### config.mk
export PLATFORM = sky130hd
export DESIGN_NAME = splitter_flat
export DESIGN_NICKNAME = d
export VERILOG_FILES = /design/src/rtl/mdc_actor_pkg.sv /design/src/rtl/splitter_if.sv /design/src/rtl/splitter_share.sv /design/src/rtl/splitter.sv /design/src/flat_wrapper.sv
export SDC_FILE = /design/constraint.sdc
export NUM_CORES = 1
export LEC_CHECK = 0
export ABC_CLOCK_PERIOD_IN_PS = 7100
export CORE_UTILIZATION = 49
export DETAILED_ROUTE_END_ITERATION = 8
export PLACE_DENSITY = 0.84
export SETUP_SLACK_MARGIN = 0.02
export SLEW_MARGIN = 20
export SYNTH_ARGS = -nofsm -noshare
export SYNTH_HDL_FRONTEND = slang
export SYNTH_SLANG_ARGS = --single-unit
### constraint.sdc
create_clock -name clock -period 7.1 [get_ports clock]
set_clock_uncertainty 0.1 [all_clocks]
set_input_delay 1.42 -clock clock [delete_from_list [all_inputs] [get_ports clock]]
set_output_delay 1.42 -clock clock [all_outputs]
set_load 0.02 [all_outputs]
### src/rtl/mdc_actor_pkg.sv
// Shared definitions for the block-distribution dataflow actors: state encoding
// and the default token width.
package mdc_actor_pkg;

  // LOAD/EMIT maps one-to-one onto the accumulator's ACC/RES phases.
  typedef enum logic {
    LOAD = 1'b0,
    EMIT = 1'b1
  } actor_state_e;

  localparam int TOKEN_W = 16;

endpackage

### src/rtl/splitter_if.sv
// FIFO-side handshake of the splitter: empty/rd on the input side, full/wr on the output side.
// The slave modport is the actor's view; the master modport is the FIFO/environment view.
interface splitter_if
  import mdc_actor_pkg::*;
#(
  parameter int DATA_W = TOKEN_W
) ();

  logic              in0_empty;
  logic [DATA_W-1:0] in0;
  logic              in0_rd;
  logic              out0_full;
  logic [DATA_W-1:0] out0;
  logic              out0_wr;

  modport master (
    output in0_empty, in0, out0_full,
    input  in0_rd, out0, out0_wr
  );

  modport slave (
    input  in0_empty, in0, out0_full,
    output in0_rd, out0, out0_wr
  );

endinterface

### src/rtl/splitter_share.sv
// Combinational share of a block distribution: quotient plus one while the
// output index is below the remainder.
module splitter_share #(
  parameter int DATA_W     = 16,
  parameter int LOG2_BLOCK = 3
) (
  input  logic [DATA_W-LOG2_BLOCK-1:0] i_quot,
  input  logic [LOG2_BLOCK-1:0]        i_rem,
  input  logic [LOG2_BLOCK-1:0]        i_count,
  output logic [DATA_W-1:0]            o_share
);

  // quot+1 never exceeds 2**(DATA_W-LOG2_BLOCK), so the sum always fits.
  assign o_share = DATA_W'(i_quot) + DATA_W'(i_count < i_rem);

endmodule

### src/rtl/splitter.sv
// Splitter actor: reads one sum token and emits 2**LOG2_BLOCK shares summing to it.
// Define SPLITTER_BACK2BACK_EN to overlap the last write of a block with the next read.
module splitter
  import mdc_actor_pkg::*;
#(
  parameter int DATA_W     = TOKEN_W,
  parameter int LOG2_BLOCK = 3
) (
  input  logic       clock,
  input  logic       reset,
  splitter_if.slave  bus
);

  localparam int                    QW   = DATA_W - LOG2_BLOCK;
  localparam logic [LOG2_BLOCK-1:0] LAST = '1;

  actor_state_e          r_state, w_state_nxt;
  logic [QW-1:0]         r_quot, w_quot_nxt;
  logic [LOG2_BLOCK-1:0] r_rem, w_rem_nxt;
  logic [LOG2_BLOCK-1:0] r_count, w_count_nxt;
  logic                  w_rd;
  logic                  w_wr;
  logic [DATA_W-1:0]     w_share;

  splitter_share #(
    .DATA_W    (DATA_W),
    .LOG2_BLOCK(LOG2_BLOCK)
  ) u_share (
    .i_quot (r_quot),
    .i_rem  (r_rem),
    .i_count(r_count),
    .o_share(w_share)
  );

  always_comb begin
    // NOTE: every output of this block gets a default first so no path infers a latch.
    w_state_nxt = r_state;
    w_quot_nxt  = r_quot;
    w_rem_nxt   = r_rem;
    w_count_nxt = r_count;
    w_rd        = 1'b0;
    w_wr        = 1'b0;

    case (r_state)
      LOAD: begin
        w_rd = !bus.in0_empty;
        if (w_rd) begin
          w_quot_nxt  = bus.in0[DATA_W-1:LOG2_BLOCK];
          w_rem_nxt   = bus.in0[LOG2_BLOCK-1:0];
          w_count_nxt = '0;
          w_state_nxt = EMIT;
        end
      end
      EMIT: begin
        w_wr = !bus.out0_full;
        if (w_wr) begin
          if (r_count == LAST) begin
            w_count_nxt = '0;
            w_state_nxt = LOAD;
`ifdef SPLITTER_BACK2BACK_EN
            if (!bus.in0_empty) begin
              w_rd        = 1'b1;
              w_quot_nxt  = bus.in0[DATA_W-1:LOG2_BLOCK];
              w_rem_nxt   = bus.in0[LOG2_BLOCK-1:0];
              w_state_nxt = EMIT;
            end
`endif
          end else begin
            w_count_nxt = r_count + LOG2_BLOCK'(1);
          end
        end
      end
      default: w_state_nxt = LOAD;
    endcase

    // Strobes are silenced for as long as reset is held, not just at its edge.
    if (!reset) begin
      w_rd = 1'b0;
      w_wr = 1'b0;
    end
  end

  // NOTE: sequential state uses non-blocking assignments so all registers update together.
  always_ff @(posedge clock or negedge reset) begin
    if (!reset) begin
      r_state <= LOAD;
      r_quot  <= '0;
      r_rem   <= '0;
      r_count <= '0;
    end else begin
      r_state <= w_state_nxt;
      r_quot  <= w_quot_nxt;
      r_rem   <= w_rem_nxt;
      r_count <= w_count_nxt;
    end
  end

  assign bus.in0_rd  = w_rd;
  assign bus.out0_wr = w_wr;
  assign bus.out0    = w_wr ? w_share : '0;

endmodule

### src/flat_wrapper.sv
// flat-port wrapper written by rule: the top's interface ports become plain ports
module splitter_flat import mdc_actor_pkg::*;
#(
  parameter int DATA_W     = TOKEN_W,
  parameter int LOG2_BLOCK = 3
)
  (clock, reset, bus_in0_empty, bus_in0, bus_out0_full, bus_in0_rd, bus_out0, bus_out0_wr);
  splitter_if #(.DATA_W(DATA_W)) bus_i ();
  input  logic clock;
  input  logic reset;
  input wire logic [$bits(bus_i.in0_empty)-1:0] bus_in0_empty;
  input wire logic [$bits(bus_i.in0)-1:0] bus_in0;
  input wire logic [$bits(bus_i.out0_full)-1:0] bus_out0_full;
  output wire logic [$bits(bus_i.in0_rd)-1:0] bus_in0_rd;
  output wire logic [$bits(bus_i.out0)-1:0] bus_out0;
  output wire logic [$bits(bus_i.out0_wr)-1:0] bus_out0_wr;
  assign bus_i.in0_empty = bus_in0_empty;
  assign bus_i.in0 = bus_in0;
  assign bus_i.out0_full = bus_out0_full;
  assign bus_in0_rd = bus_i.in0_rd;
  assign bus_out0 = bus_i.out0;
  assign bus_out0_wr = bus_i.out0_wr;
  splitter #(.DATA_W(DATA_W), .LOG2_BLOCK(LOG2_BLOCK)) u_core (.clock(clock), .reset(reset), .bus(bus_i));
endmodule
Word-level counts from Yosys, hierarchy flattened
Cells that the tools add are included.
{"block": "classes", "mux": 13, "bitwise": 2, "n_reduce_logical": 4, "n_lt_le_gt_ge": 1, "eq_ne": 3, "n_addsub": 2}
{"cell": "13-bit by 1-bit adder with 14-bit output", "count": 1}
{"cell": "14-bit two-way mux", "count": 1}
{"cell": "3-bit two-way mux", "count": 3}
{"cell": "1-bit two-way mux", "count": 7}
{"cell": "3-bit one-hot mux with 2 select lines", "count": 1}
{"cell": "2-bit inequality test, second input constant", "count": 2}
{"cell": "2-bit AND reduction", "count": 2}
{"cell": "3-bit by 1-bit adder with 3-bit output, second input constant", "count": 1}
{"cell": "3-bit equality test, second input constant", "count": 1}
{"cell": "3-bit < comparator", "count": 1}
{"cell": "1-bit zero test", "count": 2}
{"cell": "1-bit inverter", "count": 2}
{"cell": "1-bit one-hot mux with 2 select lines", "count": 1}
{"block": "totals", "word_cells": 29, "regBits": 20, "input_bits": 20, "out_inout_bits": 18}

Depth between registers and ports, before layout
{"block": "depth", "word_depth": 4, "mapped_depth": 9}

Modules after synthesis
From an unflattened synthesis, not the netlist that was laid out.
{"block": "unflattened", "cells_unflattened": 116, "hier_area_um2": 1331.3}
{"module": "splitter", "n_inst": 1, "seq_area_each_um2": 500.5, "area_each_um2": 996.0, "cells_per_inst": 72}
{"module": "splitter_share", "n_inst": 1, "seq_area_each_um2": 0.0, "area_each_um2": 335.3, "cells_per_inst": 44}

Worst setup path before layout
No wires, ideal clock.
{"block": "synth_timing", "path_type": "input port to output port", "start": "input bus_out0_full", "end": "output bus_out0[12]", "t_arrival_ns": 2.429, "stages": 5, "required_ns": 5.580, "setup_slack_ns": 3.151, "path_cell_list": "inv_1 -> nand3_1 -> inv_1 -> nand2b_1 -> mux2i_1"}
{"block": "synth_via", "elab_chain_cells": 4}
{"item": "start: declaration", "line": "flat_wrapper.sv:13", "rtl": "input wire logic [$bits(bus_i.out0_full)-1:0] bus_out0_full;"}
{"item": "1-bit zero test", "line": "splitter.sv:55", "rtl": "w_wr = !bus.out0_full;"}
{"item": "1-bit two-way mux", "line": "splitter.sv:44", "rtl": "case (r_state)"}
{"item": "1-bit two-way mux", "line": "splitter.sv:77", "rtl": "if (!reset) begin"}
{"item": "named net bus_out0_wr", "line": "flat_wrapper.sv:16", "rtl": "output wire logic [$bits(bus_i.out0_wr)-1:0] bus_out0_wr;"}
{"item": "14-bit two-way mux", "line": "splitter.sv:100", "rtl": "assign bus.out0 = w_wr ? w_share : '0;"}
{"item": "end: declaration", "line": "flat_wrapper.sv:15", "rtl": "output wire logic [$bits(bus_i.out0)-1:0] bus_out0;"}
The timed path passes the listed nets, and every way through them passes these cells.

Worst setup path after layout
{"block": "layout_timing", "start": "input reset", "end": "output bus_out0[12]"}
{"block": "layout_via", "elab_chain_cells": 2}
{"item": "start: declaration", "line": "flat_wrapper.sv:10", "rtl": "input logic reset;"}
{"item": "1-bit two-way mux", "line": "splitter.sv:77"}
{"item": "14-bit two-way mux", "line": "splitter.sv:100"}
No other way between the ends.

==> summary.md <==
| Metric | Value |
|---|---|
| Leakage power | `0.661 nW` |
| Post-synthesis instance area | `1200 sq um` |
| Top routing layer in use | `met4` |
| Ys flop type | `dfrtp_1` |
| Metal1 wirelength | `1070 microns` |
| Initial core utilization | `53.1%` |
| Total Power | `0.549 mW` |
| Non-Filler Instances | `187` |
| # DRC | `0` |
| Clk_lat worst skew | `310 ps` |
| Yosys Warn Count | `0` |
| RSZ-0062 raised after global routing | `false` |
| Largest net degree at the start of global routing | `23` |
| CTS resizes | `0` |
| Placeable Area | `2250 sq um` |
| Post-DRT Antenna Nets | `0` |
| Max-Cap Viols | `0` |
| CP required | `5580 ps` |
| Gr ovfl total | `0` |
| Total GRT Usage | `22.8%` |
| Crit share post-route | `72.1%` |
| Clk slew on worst S/H paths | `110 ps` |
| Tightest Hold Check Type | `reg2reg` |
| Pre-Repair DR Iteration Count | `4` |
| Die H | `51.4 microns` |
| Die Wd | `51.4 microns` |
| Vias per std cell | `5.75` |
| Worst path slowest cell | `clkdlybuf4s50_1` |
| Delay-heaviest family, CP | `buffers and inverters` |
| Critical Setup Path Class | `in2out` |
| Met3 WL | `154 microns` |
| EDFF count, synth | `0` |
| Post-CTS setup buffers | `0` |
| Setup_tns | `0 ps` |
| Post-Synthesis Cells | `122` |
| Hold buffer count at CTS | `0` |
| Post-synth ARST share | `100%` |
| Placed insts | `183` |
| P&R area growth vs syn | `34.4%` |
| Sequential-to-total area share from yosys stat | `41.8%` |
| Detail Placement HPWL | `1930 microns` |
| Clock Tree Buf Depth | `2` |
| Fraction of final layout cells sized beyond drive strength 1 | `13.2%` |
| WL met2 | `1360 microns` |
| Cell row count | `17` |
| Final Hold Viols | `0` |
| Crit-path max FO | `22` |
| Vias in the first global route | `1034` |
| Cell Pwr Density | `342 nW/um^2` |
| First-pass GRT wire length | `4450 microns` |
| Largest stage delay, worst path | `620 ps` |
| TritonCTS Buffers | `3` |
| IO buf count | `35` |
| Fmax | `195 MHz` |
| Max rail drop VDD | `0.251 mV` |
| CTS tree | `built` |
| Mapped Avg Cell Area | `9.80 sq um` |
| Status | `finished, final reports clean` |
| H-tree depth | `1` |
| Final WL | `2600 microns` |
| Pins Over Slew Limit | `0` |
| Crit-path cells | `clkdlybuf4s50_1 -> buf_4 -> nand3_1 -> inv_1 -> nand2_1 -> mux2i_1 -> clkdlybuf4s50_1` |
| Core Util, Final | `71.3%` |
| Full die area | `2640 sq um` |
| Tmin final | `5120 ps` |
| Worst Path Buf+Inv | `4` |
| Hold Slack | `433 ps` |
| Initial antenna violation count | `0` |
| Worst path most repeated cell | `clkdlybuf4s50_1` |
| Crit. End Element | `output pin` |
| Clk root buf | `clkbuf_4` |
| Worst Path Arrival | `3600 ps` |
| Diodes inserted | `0` |
| Clk sink count | `20` |
| Fillers | `176` |
| Fin nets | `186` |
| Yosys reg bits | `20` |
| Setup-failing EPs final | `0` |
| Routed len/inst | `13.9 microns` |
| Final GP Congestion | `0.785` |
| Vias | `1075` |
| # IOs | `38` |
| Iteration-0 DRC Markers | `25` |
| Yosys cell types | `32` |
| CP startpoint kind | `input pin` |
==> logic make-up (layout without fill, tap and decap cells) <==
| logic type | Yosys count | count (layout) | synth area share [%] |
|---|---|---|---|
| simple gates | 39 | 39 | 18.4 |
| compound gates | 26 | 26 | 12.6 |
| flops | 20 | 20 | 41.8 |
| mux | 15 | 15 | 13.8 |
| buf+inv | 12 | 48 | 4.60 |
| fa+ha+maj | 6 | 6 | 6.28 |
| xor+xnor | 3 | 3 | 2.20 |
| other cells | 1 | 2 | 0.314 |
==> synthesized netlist by cell type, types with 3 or more instances <==
master   count  area share, %
or4_1        3            1.9
nand4_1      4            2.1
a21oi_1      8            3.3
ha_1         6            6.3
o31ai_1      3            1.9
o21ai_0     10            4.2
dfrtp_1     20             42
nand2_1     12            3.8
mux2_2      12             11
nor2_1       3           0.94
mux2i_1      3            2.5
or3_1        3            1.6
inv_1        7            2.2
and2_1       4            2.1
==> flip-flops by register name, summed over array words and instances (netlist names) <==
signal	count
u_core.r_quot	13
u_core.r_rem	3
u_core.r_state	1
u_core.r_count	3
==> cell usage in the layout (no fill, tap or decap), drive strengths merged <==
cell type / Yosys / layout
nor2b: 1 / 1
xnor2: 2 / 2
nand2b: 2 / 2
a31oi: 1 / 1
clkdlybuf4s50: 0 / 35
nand3: 2 / 2
buf: 4 / 2
and2: 4 / 4
o41ai: 1 / 1
dfrtp: 20 / 20
clkbuf: 1 / 4
nand2: 12 / 12
mux2i: 3 / 3
a21oi: 8 / 8
ha: 6 / 6
o21a: 2 / 2
a21o: 1 / 1
o21ai: 10 / 10
inv: 7 / 7
nand4: 5 / 5
o31ai: 3 / 3
and3: 1 / 1
or4: 3 / 3
nor3: 2 / 2
xor2: 1 / 1
conb: 1 / 2
nor2: 3 / 3
or3: 3 / 3
and4: 1 / 1
mux2: 12 / 12
==> metal layers <==
layer  global-route usage [%]  up-vias
met5                        0        -
met4                     3.15        0
met3                     6.55        2
met2                     42.9       35
met1                     25.8      530
li1                         -      508
==> worst paths after layout <==
path	from	endpoint	slack [ps]	cells past startpoint
worst max-delay path	reset	bus_out0[12]	1980	7
worst min-delay path	u_core.r_rem[0]	u_core.r_rem[0]	430	1
worst max register to register	u_core.r_state	u_core.r_quot[0]	5670	3
worst min register to register	u_core.r_rem[0]	u_core.r_rem[0]	430	1
max in group asynchronous	reset	u_core.r_quot[1]	5340	2
min in group asynchronous	reset	u_core.r_quot[4]	1340	2
==> worst register-to-register path, stage by stage (launching register included) <==
cell,delay (ps)
dfrtp_1,440
nor2_1,150
buf_4,270
mux2_2,370
==> final cells by class <==
type | instances | area, sq um | share of cell area, %
multi-input combinational | 91 | 644 | 40.1
tap | 28 | 35.0 | 2.18
clock buffer | 4 | 36.3 | 2.26
timing repair buffer | 37 | 365 | 22.7
sequential | 20 | 500 | 31.1
inverter | 7 | 26.3 | 1.63
==> where the power goes <==
group / total (mW) / leakage [nW] / switching (mW) / internal (mW)
sequential: 0.236 / 0.240 / 0.0669 / 0.169
clock: 0.0683 / 0.0210 / 0.0370 / 0.0313
combinational: 0.245 / 0.400 / 0.116 / 0.130
total: 0.549 / 0.661 / 0.219 / 0.330
==> per-stage QoR <==
step | cell area, sq um | setup WS, ps
finish | 1610 | 1980
detailed placement | 1570 | 1990
global placement | 1570 | 2050
floorplan | 1200 | 3150
global route | 1610 | 1790
CTS | 1610 | 1980
No activity file was read; power rests on OpenSTA's default activity.
